### src/rtl/write_buffer_pkg.sv
`default_nettype none
// ============================================================================
//  Module      : write_buffer_pkg
//  Description : Shared types and constants for the pixel write buffer.
//  Revision    : 1.0 - initial release
// ============================================================================
package write_buffer_pkg;

    localparam int         BATCH      = 8;      // pixels per write batch
    localparam int         PIXEL_BITS = 24;     // RGB888
    localparam int         WORD_BYTES = 4;      // one pixel per 32-bit word
    localparam logic [7:0] PAD        = 8'h00;  // upper byte of each written word

    typedef enum logic [1:0] {
        IDLE  = 2'd0,
        FILL  = 2'd1,
        WRITE = 2'd2,
        DONE  = 2'd3
    } state_t;

endpackage
`default_nettype wire

### src/rtl/write_buffer_flex_counter.sv
`default_nettype none
// ============================================================================
//  Module      : write_buffer_flex_counter
//  Description : Up-counter with programmable last value. Counts 0..rollover_val
//                and wraps to 0 on the enable that leaves rollover_val.
//                at_last flags that the current value is the last one.
//  Revision    : 1.0 - initial release
// ============================================================================
module write_buffer_flex_counter #(
    parameter int WIDTH = 3
) (
    input  logic             clk,
    input  logic             n_rst,
    input  logic             clear,
    input  logic             count_enable,
    input  logic [WIDTH-1:0] rollover_val,
    output logic [WIDTH-1:0] count_out,
    output logic             at_last
);

    assign at_last = (count_out == rollover_val);

    // Count register: clear has priority over counting.
    always_ff @(posedge clk or negedge n_rst) begin
        if (!n_rst) begin
            count_out <= '0;
        end else if (clear) begin
            count_out <= '0;
        end else if (count_enable) begin
            count_out <= at_last ? '0 : count_out + WIDTH'(1);
        end
    end

endmodule
`default_nettype wire

### src/rtl/write_buffer.sv
`default_nettype none
// ============================================================================
//  Module      : write_buffer
//  Description : Collects filtered pixels in batches and writes each batch to
//                SDRAM as single-word Avalon-MM writes at consecutive word
//                addresses. Pulses done_write8 after each completed batch.
//  Revision    : 1.0 - initial release
// ============================================================================
module write_buffer #(
    parameter int BATCH      = write_buffer_pkg::BATCH,
    parameter int PIXEL_BITS = write_buffer_pkg::PIXEL_BITS
) (
    input  logic                  clk,
    input  logic                  n_rst,
    input  logic                  start,
    input  logic [31:0]           base_address,
    input  logic [PIXEL_BITS-1:0] pixel_in,
    input  logic                  pixel_valid,
    output logic                  pixel_ready,
    input  logic                  flush,
    output logic [31:0]           master_address,
    output logic                  master_write,
    output logic [31:0]           master_writedata,
    input  logic                  master_waitrequest,
    output logic                  done_write8,
    output logic                  write_busy
);
    import write_buffer_pkg::*;

    // Index width into the pixel buffer; counters hold indices only, and the
    // batch length is carried as the index of the last word to write.
    localparam int IW = (BATCH > 1) ? $clog2(BATCH) : 1;
    localparam logic [IW-1:0] LAST_IDX = IW'(BATCH - 1);

    state_t              state;
    state_t              next_state;

    logic [PIXEL_BITS-1:0] pix_buf [BATCH];
    logic [PIXEL_BITS-1:0] rd_pixel;
    logic [31:0]           word;

    logic [IW-1:0] fill_cnt;
    logic [IW-1:0] wr_cnt;
    logic [IW-1:0] last_idx;
    logic [IW-1:0] len_last;
    logic          fill_last;
    logic          wr_last;
    logic          load_len;
    logic [31:0]   addr_reg;

    logic accept;
    logic wr_accept;
    logic start_take;
    logic cnt_clear;

    // start is honoured everywhere except WRITE so a transfer is never abandoned.
    assign start_take = start && (state != WRITE);
    assign accept     = (state == FILL) && pixel_valid;
    assign wr_accept  = (state == WRITE) && !master_waitrequest;
    assign cnt_clear  = (state == DONE) || start_take;

    write_buffer_flex_counter #(
        .WIDTH        (IW)
    ) u_fill_cnt (
        .clk          (clk),
        .n_rst        (n_rst),
        .clear        (cnt_clear),
        .count_enable (accept && !start),
        .rollover_val (LAST_IDX),
        .count_out    (fill_cnt),
        .at_last      (fill_last)
    );

    write_buffer_flex_counter #(
        .WIDTH        (IW)
    ) u_wr_cnt (
        .clk          (clk),
        .n_rst        (n_rst),
        .clear        (cnt_clear),
        .count_enable (wr_accept),
        .rollover_val (last_idx),
        .count_out    (wr_cnt),
        .at_last      (wr_last)
    );

    // State register.
    always_ff @(posedge clk or negedge n_rst) begin
        if (!n_rst) begin
            state <= IDLE;
        end else begin
            state <= next_state;
        end
    end

    // Next-state decode and batch-length selection on entry to WRITE.
    always_comb begin
        next_state = state;
        load_len   = 1'b0;
        len_last   = fill_cnt;
        case (state)
            IDLE: begin
                if (start) next_state = FILL;
            end
            FILL: begin
                if (start) begin
                    next_state = FILL;
                end else if (accept && (fill_last || flush)) begin
                    // The pixel accepted this cycle is the last one to write.
                    next_state = WRITE;
                    load_len   = 1'b1;
                    len_last   = fill_cnt;
                end else if (flush && (fill_cnt != '0)) begin
                    next_state = WRITE;
                    load_len   = 1'b1;
                    len_last   = fill_cnt - IW'(1);
                end
            end
            WRITE: begin
                if (wr_accept && wr_last) next_state = DONE;
            end
            DONE: begin
                next_state = FILL;
            end
            default: next_state = IDLE;
        endcase
    end

    // Index of the final word of the batch being written.
    always_ff @(posedge clk or negedge n_rst) begin
        if (!n_rst) begin
            last_idx <= '0;
        end else if (load_len) begin
            last_idx <= len_last;
        end
    end

    // Write address: reloaded on start, advances one word per accepted write.
    always_ff @(posedge clk or negedge n_rst) begin
        if (!n_rst) begin
            addr_reg <= '0;
        end else if (start_take) begin
            addr_reg <= base_address & 32'hFFFF_FFFC;
        end else if (wr_accept) begin
            addr_reg <= addr_reg + 32'(WORD_BYTES);
        end
    end

    // Pixel storage, written in place at the fill index; contents need no reset.
    always_ff @(posedge clk) begin
        if (accept) begin
            pix_buf[fill_cnt] <= pixel_in;
        end
    end

    assign rd_pixel = pix_buf[wr_cnt];

    generate
        if (PIXEL_BITS == 24) begin : g_pad_rgb
            assign word = {PAD, rd_pixel};
        end else begin : g_pad_zext
            assign word = 32'(rd_pixel);
        end
    endgenerate

    // Outputs depend only on state and registers, never on live inputs.
    assign pixel_ready      = (state == FILL);
    assign master_write     = (state == WRITE);
    assign done_write8      = (state == DONE);
    assign write_busy       = (state == WRITE) || (state == DONE);
    assign master_address   = addr_reg;
    assign master_writedata = (state == WRITE) ? word : 32'h0;

endmodule
`default_nettype wire

### config.mk
export PLATFORM = sky130hd
export DESIGN_NAME = write_buffer
export DESIGN_NICKNAME = d
export VERILOG_FILES = /design/src/rtl/write_buffer_pkg.sv /design/src/rtl/write_buffer_flex_counter.sv /design/src/rtl/write_buffer.sv
export SDC_FILE = /design/constraint.sdc
export NUM_CORES = 1
export LEC_CHECK = 0
export BUFFER_PORTS_ARGS = -buffer_cell sky130_fd_sc_hd__buf_4
export CELL_PAD_IN_SITES_DETAIL_PLACEMENT = 0
export CELL_PAD_IN_SITES_GLOBAL_PLACEMENT = 2
export CORE_ASPECT_RATIO = 1.4
export CORE_MARGIN = 5
export CORE_UTILIZATION = 38
export DETAILED_ROUTE_END_ITERATION = 6
export PLACE_DENSITY_LB_ADDON = 0.1
export RECOVER_POWER = 100
export SYNTH_ARGS = -nofsm -noshare
export SYNTH_HDL_FRONTEND = slang
export SYNTH_SLANG_ARGS = --single-unit
export TNS_END_PERCENT = 10
### constraint.sdc
create_clock -name clk -period 3.19 [get_ports clk]
set_clock_uncertainty 0.15 [all_clocks]
set_input_delay 0.319 -clock clk [delete_from_list [all_inputs] [get_ports clk]]
set_output_delay 0.319 -clock clk [all_outputs]
set_load 0.01 [all_outputs]
==> reports/results.txt <==
Setup violators final = 0
Max-slew headroom = 0.2412
Clock Sinks = 233
Worst-margin pin slew = 1.138 ns
Worst min path class = input pin to flip-flop
Post-DP HPWL = 14410 um
GRT Overall Usage = 0.1572
Setup crit end kind = primary output
Pre-antenna DRT Iters = 4
Comb pwr share = 0.160
Arrival time of the worst setup path = 2.39 ns
P_leak = 4.028 nW
Post-Synthesis Cells = 606
Synth Register Bits = 233
Final WS setup = 0.3306 ns
Num rows = 69
Peak supply drop = 438.0 uV
H-tree depth = 1
Synthesized area per cell = 16.31 um^2
# port buffers = 117
Number of antenna diodes = 0
Synth top area share = 0.5833
Worst-Skew Late Latency = 0.52 ns
Slowest cell delay on critical path = 0.65 ns
Routability Congestion = 0.7515
Root buf cell = clkbuf_16
Max Root-Sink Buffers = 3
Fmax = 349.7 MHz
Die area = 29380 um^2
Hold_ws = 0.02393 ns
Worst Path Buf+Inv = 2
Initial antenna violation count = 0
Filler cells = 2294
Switching Fraction = 0.2678
Post-synth EDFFs = 192
Drt wl/cell = 20.41 um
CTS tree = done
Fin crit share = 0.8964
Slowest CP cell = dfrtp_4
Met2 Use GR = 0.2822
Core ar. = 25550 um^2
Clock-pin slew on the worst setup and hold paths = 0.06 ns
Met1 global-route usage = 0.1974
Tmin final = 2.859 ns
Area delta synth->final = 23.06%
Startpoint types = flip-flop
Critical path class = flip-flop to primary output
I/O Pins = 130
Met3 GRT Util = 0.02484
Worst slack, placed = 0.6375 ns
DR DRC count = 0
Run status = finished clean
Power per Cell Area = 627.8 nW/um^2
RSZ-0062 raised after global routing = no
Die Wd = 146.3 um
Int Pwr = 5.591 mW
GRT busiest layer = met2
Largest net degree at the start of global routing = 52
Routed vias/inst = 5.292
Cell family with most CP delay = multiplexers
Routed via count = 6001
Yosys Warn Count = 0
Starting DRT DRC Count = 208
Data required time of the critical path = 2.72 ns
Fin. max-slew vios = 0
Max FO, Critical Path = 19
Clk network pwr share = 0.352
CP cell instances = buf_12 > mux4_2 > mux2i_1 > nor2_1 > clkbuf_1
Share of cells above drive strength 1 = 0.1816
Maxcap violations = 0
Cell taking the most area after synthesis = edfxtp_1
Synth area leaders = edfxtp_1 58%, mux4_2 11%, dfrtp_1 10%, mux2i_1 2.7%, nor2_1 2.4%
GR Overflow Total = 0
Flop pwr share = 0.488
Seq/Total Area, Yosys = 0.6871
Final #Nets = 871
Most frequent cells in the layout = 192 x edfxtp_1, 93 x clkbuf_1, 59 x nor2_1
Setup TNS = 0 ns
Starting density of the core = 0.3868
Leading cell type in the layout, fill and taps excluded = edfxtp_1
Post-route ant nets = 0
Post-synth top flop = edfxtp_1
CTS resizes = 0
Asr flop ratio synth = 0.1760
Synth unique cells = 56
Vias in the first global route = 6511
Die Y = 200.8 um
Final Hold Viols = 0
Inserted Clock Buffers = 25
Final wirelength = 23150 um
Switch Pwr = 2.045 mW
Area of the mapped netlist = 9884 um^2
First-pass GRT wire length = 36850 um
[worst min-delay path, cell delays in order]
cell and delay, ns:
buf_4 0.12, a21oi_1 0.09, nor2_1 0.08, nor2_1 0.05
[Yosys cell counts, types with 3 or more instances]
| cell | number |
|---|---|
| a21oi_1 | 7 |
| a31oi_1 | 16 |
| and4_1 | 4 |
| buf_1 | 4 |
| buf_2 | 6 |
| buf_4 | 10 |
| clkbuf_1 | 19 |
| dfrtp_1 | 41 |
| edfxtp_1 | 192 |
| ha_1 | 10 |
| inv_1 | 11 |
| mux2i_1 | 27 |
| mux4_2 | 48 |
| nand2_1 | 26 |
| nand2b_1 | 4 |
| nand3_1 | 9 |
| nand4_1 | 7 |
| nor2_1 | 62 |
| nor3_1 | 4 |
| nor4_1 | 3 |
| o21ai_0 | 18 |
| o31ai_1 | 11 |
| or2_2 | 3 |
| or3_1 | 3 |
| or4_1 | 12 |
| xnor2_1 | 8 |
| xor2_1 | 5 |
[power groups by stage]
stage                     sequential, mW  clock [mW]  combinational, mW
after floorplan                     3.75           0              0.760
after global placement              3.78           0               1.31
after detailed placement            3.79           0               1.33
after CTS                           3.73        2.77               1.39
after global routing                3.76        2.89               1.37
final                               3.73        2.69               1.22
[path summary, 6_finish.rpt]
kind	from	to	slack, ns	cells past startpoint
worst max register to register	master_address[3]$_DFFE_PN0P_	master_address[28]$_DFFE_PN0P_	0.34	5
min in group asynchronous	n_rst	master_address[27]$_DFFE_PN0P_	0.42	2
worst min register to register	last_idx[0]$_DFFE_PN0P_	last_idx[0]$_DFFE_PN0P_	0.38	1
worst max-delay path	u_wr_cnt.count_out[0]$_DFFE_PN0P_	master_writedata[11]	0.33	5
max in group asynchronous	n_rst	u_wr_cnt.count_out[0]$_DFFE_PN0P_	1.65	2
worst min-delay path	master_waitrequest	master_address[3]$_DFFE_PN0P_	0.02	4
[state kept, by name (all words and copies together), names as in the netlist]
register              count
u_fill_cnt.count_out      3
u_wr_cnt.count_out        3
master_address           30
last_idx                  3
state                     2
pix_buf                 192
[per-layer routing]
| metal | part of all wire | routed length [um] |
|---|---|---|
| met5 | 0 | 0 |
| met4 | 0.022 | 520 |
| met3 | 0.042 | 963 |
| met2 | 0.52 | 11930 |
| met1 | 0.42 | 9732 |
[stage by stage]
stage	total power [mW]	cell area [um^2]	cells	utilization
4_1_cts	7.896	12560	1134	0.4916
2_1_floorplan	4.515	9923	615	-
3_5_place_dp	5.123	11250	1036	0.4404
3_3_place_gp	5.090	11250	1036	0.4404
5_1_grt	8.021	12160	1134	0.4760
6_report	7.636	12160	1134	0.4760
[final cells by class]
cell class | count | area [um^2] | share of cell area
timing repair buffer | 197 | 1297 | 0.1067
clock buffer | 27 | 633.1 | 0.05205
inverter | 12 | 45.04 | 0.003703
clock inverter | 16 | 125.1 | 0.01029
tap | 319 | 399.1 | 0.03281
multi-input combinational | 330 | 2868 | 0.2358
sequential | 233 | 6797 | 0.5587
[what timing repair did]
action | 4_1_cts | 5_1_grt
endpoints found under the hold margin | 263 | 0
hold buffers | 55 | 0
setup buffers | 0 | 0
setup endpoints to repair | 0 | 0
[logic make-up after synthesis]
| group | after synthesis | synth area share |
|---|---|---|
| AO/OA/AOI/OAI | 68 | 0.04519 |
| flip-flops | 233 | 0.6871 |
| adder cells (fa/ha/maj) | 10 | 0.01266 |
| other | 1 | 0.0003794 |
| AND/OR/NAND/NOR | 152 | 0.07911 |
| XOR/XNOR | 13 | 0.01152 |
| buffers and inverters | 52 | 0.02506 |
| multiplexers | 77 | 0.1390 |
(Power assumes the default switching activity.)
